`src/rtl/display_capture_if.sv`:
```
// display_capture_if
// Bundles the multiplexed four-digit 7-segment bus with the decoded readback
// produced by display_capture.
//   Bus side (pins, active-low): SA..SG segments, SP decimal point,
//                                Disp1..Disp4 digit enables.
//   Readback side: Dig1..Dig4 decoded values, Dp/Vld per-digit flags
//                  (bit0 = Disp1), Frame pulse, Erro sticky error, Idle.
// The master modport is the bus driver / readback consumer, and the slave
// modport is the capture block.
interface display_capture_if;
  logic       SA, SB, SC, SD, SE, SF, SG, SP;
  logic       Disp1, Disp2, Disp3, Disp4;
  logic [3:0] Dig1, Dig2, Dig3, Dig4;
  logic [3:0] Dp;
  logic [3:0] Vld;
  logic       Frame;
  logic       Erro;
  logic       Idle;

  modport master (
    output SA, SB, SC, SD, SE, SF, SG, SP,
    output Disp1, Disp2, Disp3, Disp4,
    input  Dig1, Dig2, Dig3, Dig4, Dp, Vld, Frame, Erro, Idle
  );

  modport slave (
    input  SA, SB, SC, SD, SE, SF, SG, SP,
    input  Disp1, Disp2, Disp3, Disp4,
    output Dig1, Dig2, Dig3, Dig4, Dp, Vld, Frame, Erro, Idle
  );
endinterface

```
`src/rtl/display_capture.sv`:
```
// display_capture
// Receive-side monitor for a multiplexed four-digit 7-segment display bus.
// The pins are registered once, and a stability filter waits for STABLE_CYC
// identical samples of a single enabled digit. The captured pattern is then
// decoded back to a hex value. Frame pulses when all four digits have been
// captured. Idle flags a bus without an active digit for TIMEOUT_CYC cycles.
// Ports:
//   clk   - clock, all logic on the rising edge
//   reset - synchronous, active-low
//   bus   - display_capture_if.slave (pins in, decoded readback out)
module display_capture #(
  parameter int STABLE_CYC  = 4,
  parameter int TIMEOUT_CYC = 1000000
) (
  input logic              clk,
  input logic              reset,
  display_capture_if.slave bus
);

  localparam int SW = $clog2(STABLE_CYC + 1);
  localparam int TW = $clog2(TIMEOUT_CYC + 1);
  localparam logic [SW-1:0] STABLE_MAX  = SW'(STABLE_CYC);
  localparam logic [TW-1:0] TIMEOUT_MAX = TW'(TIMEOUT_CYC);

  // The registered copy is kept active-high (1 = enabled / lit). Its reset
  // value of zero therefore reads as "no digit, blank" rather than as
  // "all four digits enabled".
  logic [3:0]    en_reg, en_prev_reg;
  logic [7:0]    lit_reg, lit_prev_reg;      // {dp, g, f, e, d, c, b, a}
  logic [SW-1:0] stab_reg, stab_next;
  logic [TW-1:0] idle_cnt_reg, idle_cnt_next;
  logic [3:0]    seen_reg, seen_next, seen_cap;
  logic [3:0]    dig_reg [4];
  logic [3:0]    dig_next [4];
  logic [3:0]    dp_reg, dp_next, vld_reg, vld_next;
  logic          frame_reg, frame_next;
  logic          erro_reg, erro_next;
  logic          idle_reg, idle_next;
  logic          one_hot, multi, same, capture, idle_hit;
  logic [3:0]    dec_val;
  logic          dec_ok, blank;

  always_ff @(posedge clk) begin
    if (!reset) begin
      en_reg       <= '0;
      lit_reg      <= '0;
      en_prev_reg  <= '0;
      lit_prev_reg <= '0;
    end else begin
      en_reg       <= ~{bus.Disp4, bus.Disp3, bus.Disp2, bus.Disp1};
      lit_reg      <= ~{bus.SP, bus.SG, bus.SF, bus.SE, bus.SD, bus.SC, bus.SB, bus.SA};
      en_prev_reg  <= en_reg;
      lit_prev_reg <= lit_reg;
    end
  end

  // Stability filter. A capture fires only on the sample that brings the
  // run to STABLE_CYC. A run that is already saturated never re-fires,
  // which also covers STABLE_CYC = 1.
  always_comb begin
    one_hot   = (en_reg != 4'd0) && ((en_reg & (en_reg - 4'd1)) == 4'd0);
    multi     = (en_reg != 4'd0) && !one_hot;
    same      = (en_reg == en_prev_reg) && (lit_reg == lit_prev_reg);
    stab_next = '0;
    if (one_hot) begin
      if (same && stab_reg != '0)
        stab_next = (stab_reg == STABLE_MAX) ? stab_reg : stab_reg + SW'(1);
      else
        stab_next = SW'(1);
    end
    capture = one_hot && (stab_next == STABLE_MAX) && !(same && stab_reg == STABLE_MAX);
  end

  // Segment decoder on the lit gfedcba pattern.
  always_comb begin
    dec_val = 4'd0;
    dec_ok  = 1'b1;
    blank   = (lit_reg[6:0] == 7'h00);
    case (lit_reg[6:0])
      7'h3F: dec_val = 4'h0;
      7'h06: dec_val = 4'h1;
      7'h5B: dec_val = 4'h2;
      7'h4F: dec_val = 4'h3;
      7'h66: dec_val = 4'h4;
      7'h6D: dec_val = 4'h5;
      7'h7D: dec_val = 4'h6;
      7'h07: dec_val = 4'h7;
      7'h7F: dec_val = 4'h8;
      7'h6F: dec_val = 4'h9;
      7'h77: dec_val = 4'hA;
      7'h7C: dec_val = 4'hB;
      7'h39: dec_val = 4'hC;
      7'h5E: dec_val = 4'hD;
      7'h79: dec_val = 4'hE;
      7'h71: dec_val = 4'hF;
      default: dec_ok = 1'b0;
    endcase
  end

  // Per-digit capture write-enables. Only the single enabled digit updates.
  generate
    for (genvar gi = 0; gi < 4; gi++) begin : g_digit
      assign dig_next[gi] = (capture && en_reg[gi]) ? (dec_ok ? dec_val : 4'd0) : dig_reg[gi];
      assign dp_next[gi]  = (capture && en_reg[gi]) ? lit_reg[7] : dp_reg[gi];
      assign vld_next[gi] = (capture && en_reg[gi]) ? dec_ok : vld_reg[gi];
    end
  endgenerate

  // Idle timeout, seen mask, frame and error.
  always_comb begin
    idle_cnt_next = '0;
    if (!one_hot)
      idle_cnt_next = (idle_cnt_reg == TIMEOUT_MAX) ? idle_cnt_reg : idle_cnt_reg + TW'(1);
    idle_hit   = !one_hot && (idle_cnt_reg != TIMEOUT_MAX) && (idle_cnt_next == TIMEOUT_MAX);
    seen_cap   = seen_reg | (capture ? en_reg : 4'd0);
    seen_next  = seen_cap;
    frame_next = 1'b0;
    if (idle_hit) begin
      seen_next = 4'd0;
    end else if (seen_cap == 4'hF) begin
      seen_next  = 4'd0;
      frame_next = 1'b1;
    end
    idle_next = one_hot ? 1'b0 : (idle_hit ? 1'b1 : idle_reg);
    erro_next = erro_reg | multi | (capture && !dec_ok && !blank);
  end

  always_ff @(posedge clk) begin
    if (!reset) begin
      stab_reg     <= '0;
      idle_cnt_reg <= '0;
      seen_reg     <= '0;
      dp_reg       <= '0;
      vld_reg      <= '0;
      frame_reg    <= 1'b0;
      erro_reg     <= 1'b0;
      idle_reg     <= 1'b0;
      for (int i = 0; i < 4; i++) dig_reg[i] <= '0;
    end else begin
      stab_reg     <= stab_next;
      idle_cnt_reg <= idle_cnt_next;
      seen_reg     <= seen_next;
      dp_reg       <= dp_next;
      vld_reg      <= vld_next;
      frame_reg    <= frame_next;
      erro_reg     <= erro_next;
      idle_reg     <= idle_next;
      for (int i = 0; i < 4; i++) dig_reg[i] <= dig_next[i];
    end
  end

  assign bus.Dig1  = dig_reg[0];
  assign bus.Dig2  = dig_reg[1];
  assign bus.Dig3  = dig_reg[2];
  assign bus.Dig4  = dig_reg[3];
  assign bus.Dp    = dp_reg;
  assign bus.Vld   = vld_reg;
  assign bus.Frame = frame_reg;
  assign bus.Erro  = erro_reg;
  assign bus.Idle  = idle_reg;

endmodule

```
`src/flat_wrapper.sv`:
```
// flat-port wrapper written by rule: the top's interface ports become plain ports
module display_capture_flat 
#(
  parameter int STABLE_CYC  = 4,
  parameter int TIMEOUT_CYC = 1000000
)
  (clk, reset, bus_SA, bus_SB, bus_SC, bus_SD, bus_SE, bus_SF, bus_SG, bus_SP, bus_Disp1, bus_Disp2, bus_Disp3, bus_Disp4, bus_Dig1, bus_Dig2, bus_Dig3, bus_Dig4, bus_Dp, bus_Vld, bus_Frame, bus_Erro, bus_Idle);
  display_capture_if bus_i ();
  input logic clk;
  input logic reset;
  input wire logic [$bits(bus_i.SA)-1:0] bus_SA;
  input wire logic [$bits(bus_i.SB)-1:0] bus_SB;
  input wire logic [$bits(bus_i.SC)-1:0] bus_SC;
  input wire logic [$bits(bus_i.SD)-1:0] bus_SD;
  input wire logic [$bits(bus_i.SE)-1:0] bus_SE;
  input wire logic [$bits(bus_i.SF)-1:0] bus_SF;
  input wire logic [$bits(bus_i.SG)-1:0] bus_SG;
  input wire logic [$bits(bus_i.SP)-1:0] bus_SP;
  input wire logic [$bits(bus_i.Disp1)-1:0] bus_Disp1;
  input wire logic [$bits(bus_i.Disp2)-1:0] bus_Disp2;
  input wire logic [$bits(bus_i.Disp3)-1:0] bus_Disp3;
  input wire logic [$bits(bus_i.Disp4)-1:0] bus_Disp4;
  output wire logic [$bits(bus_i.Dig1)-1:0] bus_Dig1;
  output wire logic [$bits(bus_i.Dig2)-1:0] bus_Dig2;
  output wire logic [$bits(bus_i.Dig3)-1:0] bus_Dig3;
  output wire logic [$bits(bus_i.Dig4)-1:0] bus_Dig4;
  output wire logic [$bits(bus_i.Dp)-1:0] bus_Dp;
  output wire logic [$bits(bus_i.Vld)-1:0] bus_Vld;
  output wire logic [$bits(bus_i.Frame)-1:0] bus_Frame;
  output wire logic [$bits(bus_i.Erro)-1:0] bus_Erro;
  output wire logic [$bits(bus_i.Idle)-1:0] bus_Idle;
  assign bus_i.SA = bus_SA;
  assign bus_i.SB = bus_SB;
  assign bus_i.SC = bus_SC;
  assign bus_i.SD = bus_SD;
  assign bus_i.SE = bus_SE;
  assign bus_i.SF = bus_SF;
  assign bus_i.SG = bus_SG;
  assign bus_i.SP = bus_SP;
  assign bus_i.Disp1 = bus_Disp1;
  assign bus_i.Disp2 = bus_Disp2;
  assign bus_i.Disp3 = bus_Disp3;
  assign bus_i.Disp4 = bus_Disp4;
  assign bus_Dig1 = bus_i.Dig1;
  assign bus_Dig2 = bus_i.Dig2;
  assign bus_Dig3 = bus_i.Dig3;
  assign bus_Dig4 = bus_i.Dig4;
  assign bus_Dp = bus_i.Dp;
  assign bus_Vld = bus_i.Vld;
  assign bus_Frame = bus_i.Frame;
  assign bus_Erro = bus_i.Erro;
  assign bus_Idle = bus_i.Idle;
  display_capture #(.STABLE_CYC(STABLE_CYC), .TIMEOUT_CYC(TIMEOUT_CYC)) u_core (.clk(clk), .reset(reset), .bus(bus_i));
endmodule
```
`config.mk`:
```
export PLATFORM = sky130hd
export DESIGN_NAME = display_capture_flat
export DESIGN_NICKNAME = d
export VERILOG_FILES = /design/src/rtl/display_capture_if.sv /design/src/rtl/display_capture.sv /design/src/flat_wrapper.sv
export SDC_FILE = /design/constraint.sdc
export NUM_CORES = 1
export LEC_CHECK = 0
export ABC_AREA = 0
export BUFFER_PORTS_ARGS = -buffer_cell sky130_fd_sc_hd__buf_2
export CORE_AREA = 2 2 114 116
export CTS_CLUSTER_SIZE = 8
export DETAILED_ROUTE_END_ITERATION = 10
export DIE_AREA = 0 0 116 118
export PLACE_DENSITY = 0.48
export SYNTH_ARGS = -nofsm -noshare
export SYNTH_HDL_FRONTEND = slang
export SYNTH_SLANG_ARGS = --single-unit
```
`constraint.sdc`:
```
create_clock -name clk -period 3.4 [get_ports clk]
set_input_delay 0.34 -clock clk [delete_from_list [all_inputs] [get_ports clk]]
set_output_delay 0.34 -clock clk [all_outputs]
set_load 0.01 [all_outputs]
```
==> results <==
- The flow ran to the end, and the final reports show no timing, DRC or antenna violations.
- After detailed routing, the number of remaining DRC violations is 0.
- Of the post-synthesis cell area, the dominant cell type holds 0.426.
- The final design instance area without fill is 0.00430 sq mm.
- STA classifies the critical path endpoint as a flop.
- The number of gates resized after CTS was 0.
- The DRC marker count from the first detailed-route iteration is 156.
- Hold repair after CTS inserted 0 buffers.
- The number of max-capacitance violations reported is 0.
- In the global route stage, met3 resource usage came out at 0.0299.
- Of the total power, the share spent switching nets is 0.257.
- Setup repair after global routing left no endpoint under its margin.
- The clock net in this run drives a total of 78 sinks.
- The worst setup path is launched from a flop.
- The worst hold path terminates at u_core.lit_reg[0].
- Of the total power, combinational logic draws 0.059.
- Input and output buffers added on the ports amount to 40.
- The minimum clock period is 2.78 ns.
- Setup violations remaining at the end of the flow were counted as 0.
- The placed cell count is 605.
- In this run the worst setup path begins at u_core.en_reg[1].
- In the synthesized netlist the dominant register cell turns out to be dfxtp_1.
- The netlist uses 57 different library cells.
- The antenna cell count is 0.
- The worst hold path belongs to the class in2reg.
- The clock slew at the register clock pins of the worst setup and hold paths is 0.07 ns.
- The top-level I/O count is 41.
- The die height is 118 um.
- The placed wire-length estimate after detailed placement is roughly 6 mm.
- The insertion delay of the later-clocked pin in the worst-skew pair is 0.34 ns.
- The category of the critical setup timing path is reg2reg.
- The post-synth net total is about 430.
- Across every metal layer, demand over resource in global routing totals 0.133.
- For this run, the number of Yosys warnings is 0.
- The highest ir drop seen on vdd is 190 uV.
- Counting cells, the worst reg-to-reg path comes to 6.
- The congestion estimate from routability-driven global placement came to 0.767.
- The critical register-to-register path endpoint is u_core.bus.Frame.
- The total count of hold-check failures in the final report is 0.
- The sequential fraction of the synthesis area is 0.426.
- The synthesized netlist occupies a cell area of 0.00366 sq mm.
- The number of buffers on the longest clock path is 2.
- The total number of vias is 2919.
- In this run the power density over the cells is 468 mW/mm^2.
- The maximum net fanout on the critical path is 14.
- The core box area is 0.0124 sq mm.
- The via-per-instance ratio is 4.70.
- The number of antenna violations at the first check in global routing is 0.
- For the pin with the worst max-slew slack, the measured transition is 1.08 ns.
- In the synthesized netlist the async set-or-reset flop fraction comes to 0.
- The first global-routing pass estimated 14.3 mm of wire.
- The chip width is about 120 um.
- The worst hold path cell count is 2.
- The clock tree synthesis step divided the H-tree into 3 levels.
- In this run, synthesis produced a sequential element count of 78.
- Measured against its own limit, the worst slew margin works out to 0.280.
- In the final routed layout, each cell accounts on average for 13.9 um.
- The clock network fraction of total power is 0.464.
- In the post-synthesis netlist, the biggest area contributors are dfxtp_1 43%, nor2_1 6.3%, xnor2_1 5.5%, mux2i_1 3.6%, xor2_1 2.9%.
- The synthesized design spends more area on one cell type than any other, namely dfxtp_1.
- The layer with the highest usage is met1.
- The remaining global-route overflow is 0.
- For this design the total switching power over the nets is 0.000516 W.
- The share of total power dissipated in sequential elements is 0.477.
- The flip-flop count of the largest register after layout is 20.
- Based on the critical path, the design can be clocked at up to 359 MHz.
- In this run the critical register-to-register path is launched from u_core.en_reg[1].
- For this design the static power due to leakage is 1.77 nW.
- Data on the critical path is required at its endpoint by 3.68 ns.
- The number of global-route vias before repair came to 2785.
- The initial utilization of the core area, before any placement, comes to 0.295.
- The TritonCTS clock tree is done.
- The most used standard cell by instance count after synthesis is dfxtp_1.
- The number of clock buffers added by TritonCTS is 9.
- The root buffer cell is clkbuf_16.
- The data arrival at the endpoint of the critical path is 3.06 ns.
- The die area is 0.0137 sq mm.
- The signed area change from the synthesized netlist to the final layout is 17.2%.
- On the final layout, the worst clock skew is 0.00730 ns.
- The number of detailed-routing iterations run before antenna repair is 4.
- Entering global routing, the biggest net connects 32 pins.
- The final instance count without filler cells is 621.
- Internal power comes to 0.00149 W.
- The cell count after synthesis is 414.
- The final-stage net count is approximately 460.
- The number of buffers inserted by post-CTS setup repair is 0.
- For the final routed database, the setup TNS stands at 0 ns.
- The final-report max-slew violation count is 0.
- The number of standard-cell rows in the floorplan is a little over 40.
- The completed layout was analyzed and its total power is 0.00201 W.
- A synthesized cell averages a little under 9 sq um.
- Counting instances in the post-synthesis netlist gives the leading cell types as 78 x dfxtp_1, 61 x nor2_1, 25 x nand2_1.
- The met1 track utilization from global routing is 0.193.
- The routed wire length is 8.61 mm.
- The worst hold path begins at bus_SA.
- In the global route stage, met2 resource usage came out at 0.188.
- The final cycle utilization of the critical path is 0.819.
- Once placement finished, the instance area stood at 0.00401 sq mm.
- For flop-to-flop paths, the worst setup slack is slightly above 0.6 ns.
- The number of flops mapped to enable cells by yosys is 0.
- The detail route stage leaves a number of antenna-violating nets equal to 0.
- Once layout is complete, the utilization of the core stands at 0.346.
- The share of cells above drive strength 1 is 0.169.
[power groups by stage]
| stage | logic, W | registers, W | clock network [W] |
|---|---|---|---|
| 6_report | 0.000118 | 0.000958 | 0.000932 |
| 5_1_grt | 0.000133 | 0.000962 | 0.000993 |
| 4_1_cts | 0.000120 | 0.000958 | 0.000958 |
| 3_5_place_dp | 0.000119 | 0.000979 | 0 |
| 3_3_place_gp | 0.000117 | 0.000979 | 0 |
| 2_1_floorplan | 0.0000987 | 0.000963 | 0 |
[how the worst max path moves through the flow]
stage	end	slack, ns	cells after the start
after detailed placement	u_core.bus.Frame	0.59	6
after global routing	u_core.bus.Frame	0.35	6
after CTS	u_core.bus.Frame	0.57	6
after floorplan	u_core.bus.Frame	1.06	8
after global placement	u_core.bus.Frame	0.74	6
final	u_core.bus.Frame	0.62	6
[critical path, cell delays in order, from the launching register on]
cell and delay (ns):
dfxtp_1 0.50, nor4b_1 0.40, a211oi_2 0.20, nor4_4 0.76
a31oi_1 0.27, nor4_4 0.41, and3_1 0.20
[per-layer routing]
layer  share of wire  routed length [um]
met5               0                   0
met4           0.013                 114
met3           0.035                 301
met2            0.43                3720
met1            0.52                4470
[kinds of logic (layout without fill, tap and decap cells)]
kind of cell,Yosys count,after routing,synth area share
AOI/OAI and AO/OA,59,59,0.111
xor gates and xnor gates,35,35,0.0837
adders and majority gates,5,5,0.0164
buffers and inverters,38,73,0.0417
DFF,78,78,0.426
muxes,13,13,0.0355
and+or+nand+nor,186,186,0.286
[area by class of cell]
type                    count  area [sq um]
clock buffers               9           225
clock inverters             7          65.1
fillers                  1332          8120
inverters                  13          48.8
multi-input cells         298          1950
flip-flops and latches     78          1560
well taps                 172           215
repair buffers             44           230
[layout by cell type, fill, tap and decap left out, types with 6 or more instances in the layout]
cell and count:
nand4_1 10, mux2i_1 13, a21oi_1 13, xnor2_1 23
nand2_1 25, nor2_1 61, inv_1 13, nor4_1 6
o21ai_0 11, dfxtp_1 78, clkbuf_16 9, buf_2 40
a31oi_1 6, nand3_1 12, xor2_1 12, nor3_1 10
and2_1 13, and3_1 8, nand2b_1 6
[stage by stage]
| stage | setup WS [ns] | hold WS (ns) |
|---|---|---|
| 5_1_grt | 0.352 | 0.139 |
| 3_3_place_gp | 0.738 | 0.448 |
| 6_report | 0.615 | 0.151 |
| 4_1_cts | 0.567 | 0.139 |
| 2_1_floorplan | 1.06 | 0.407 |
| 3_5_place_dp | 0.592 | 0.451 |
Power figures use the tool's default switching activity.
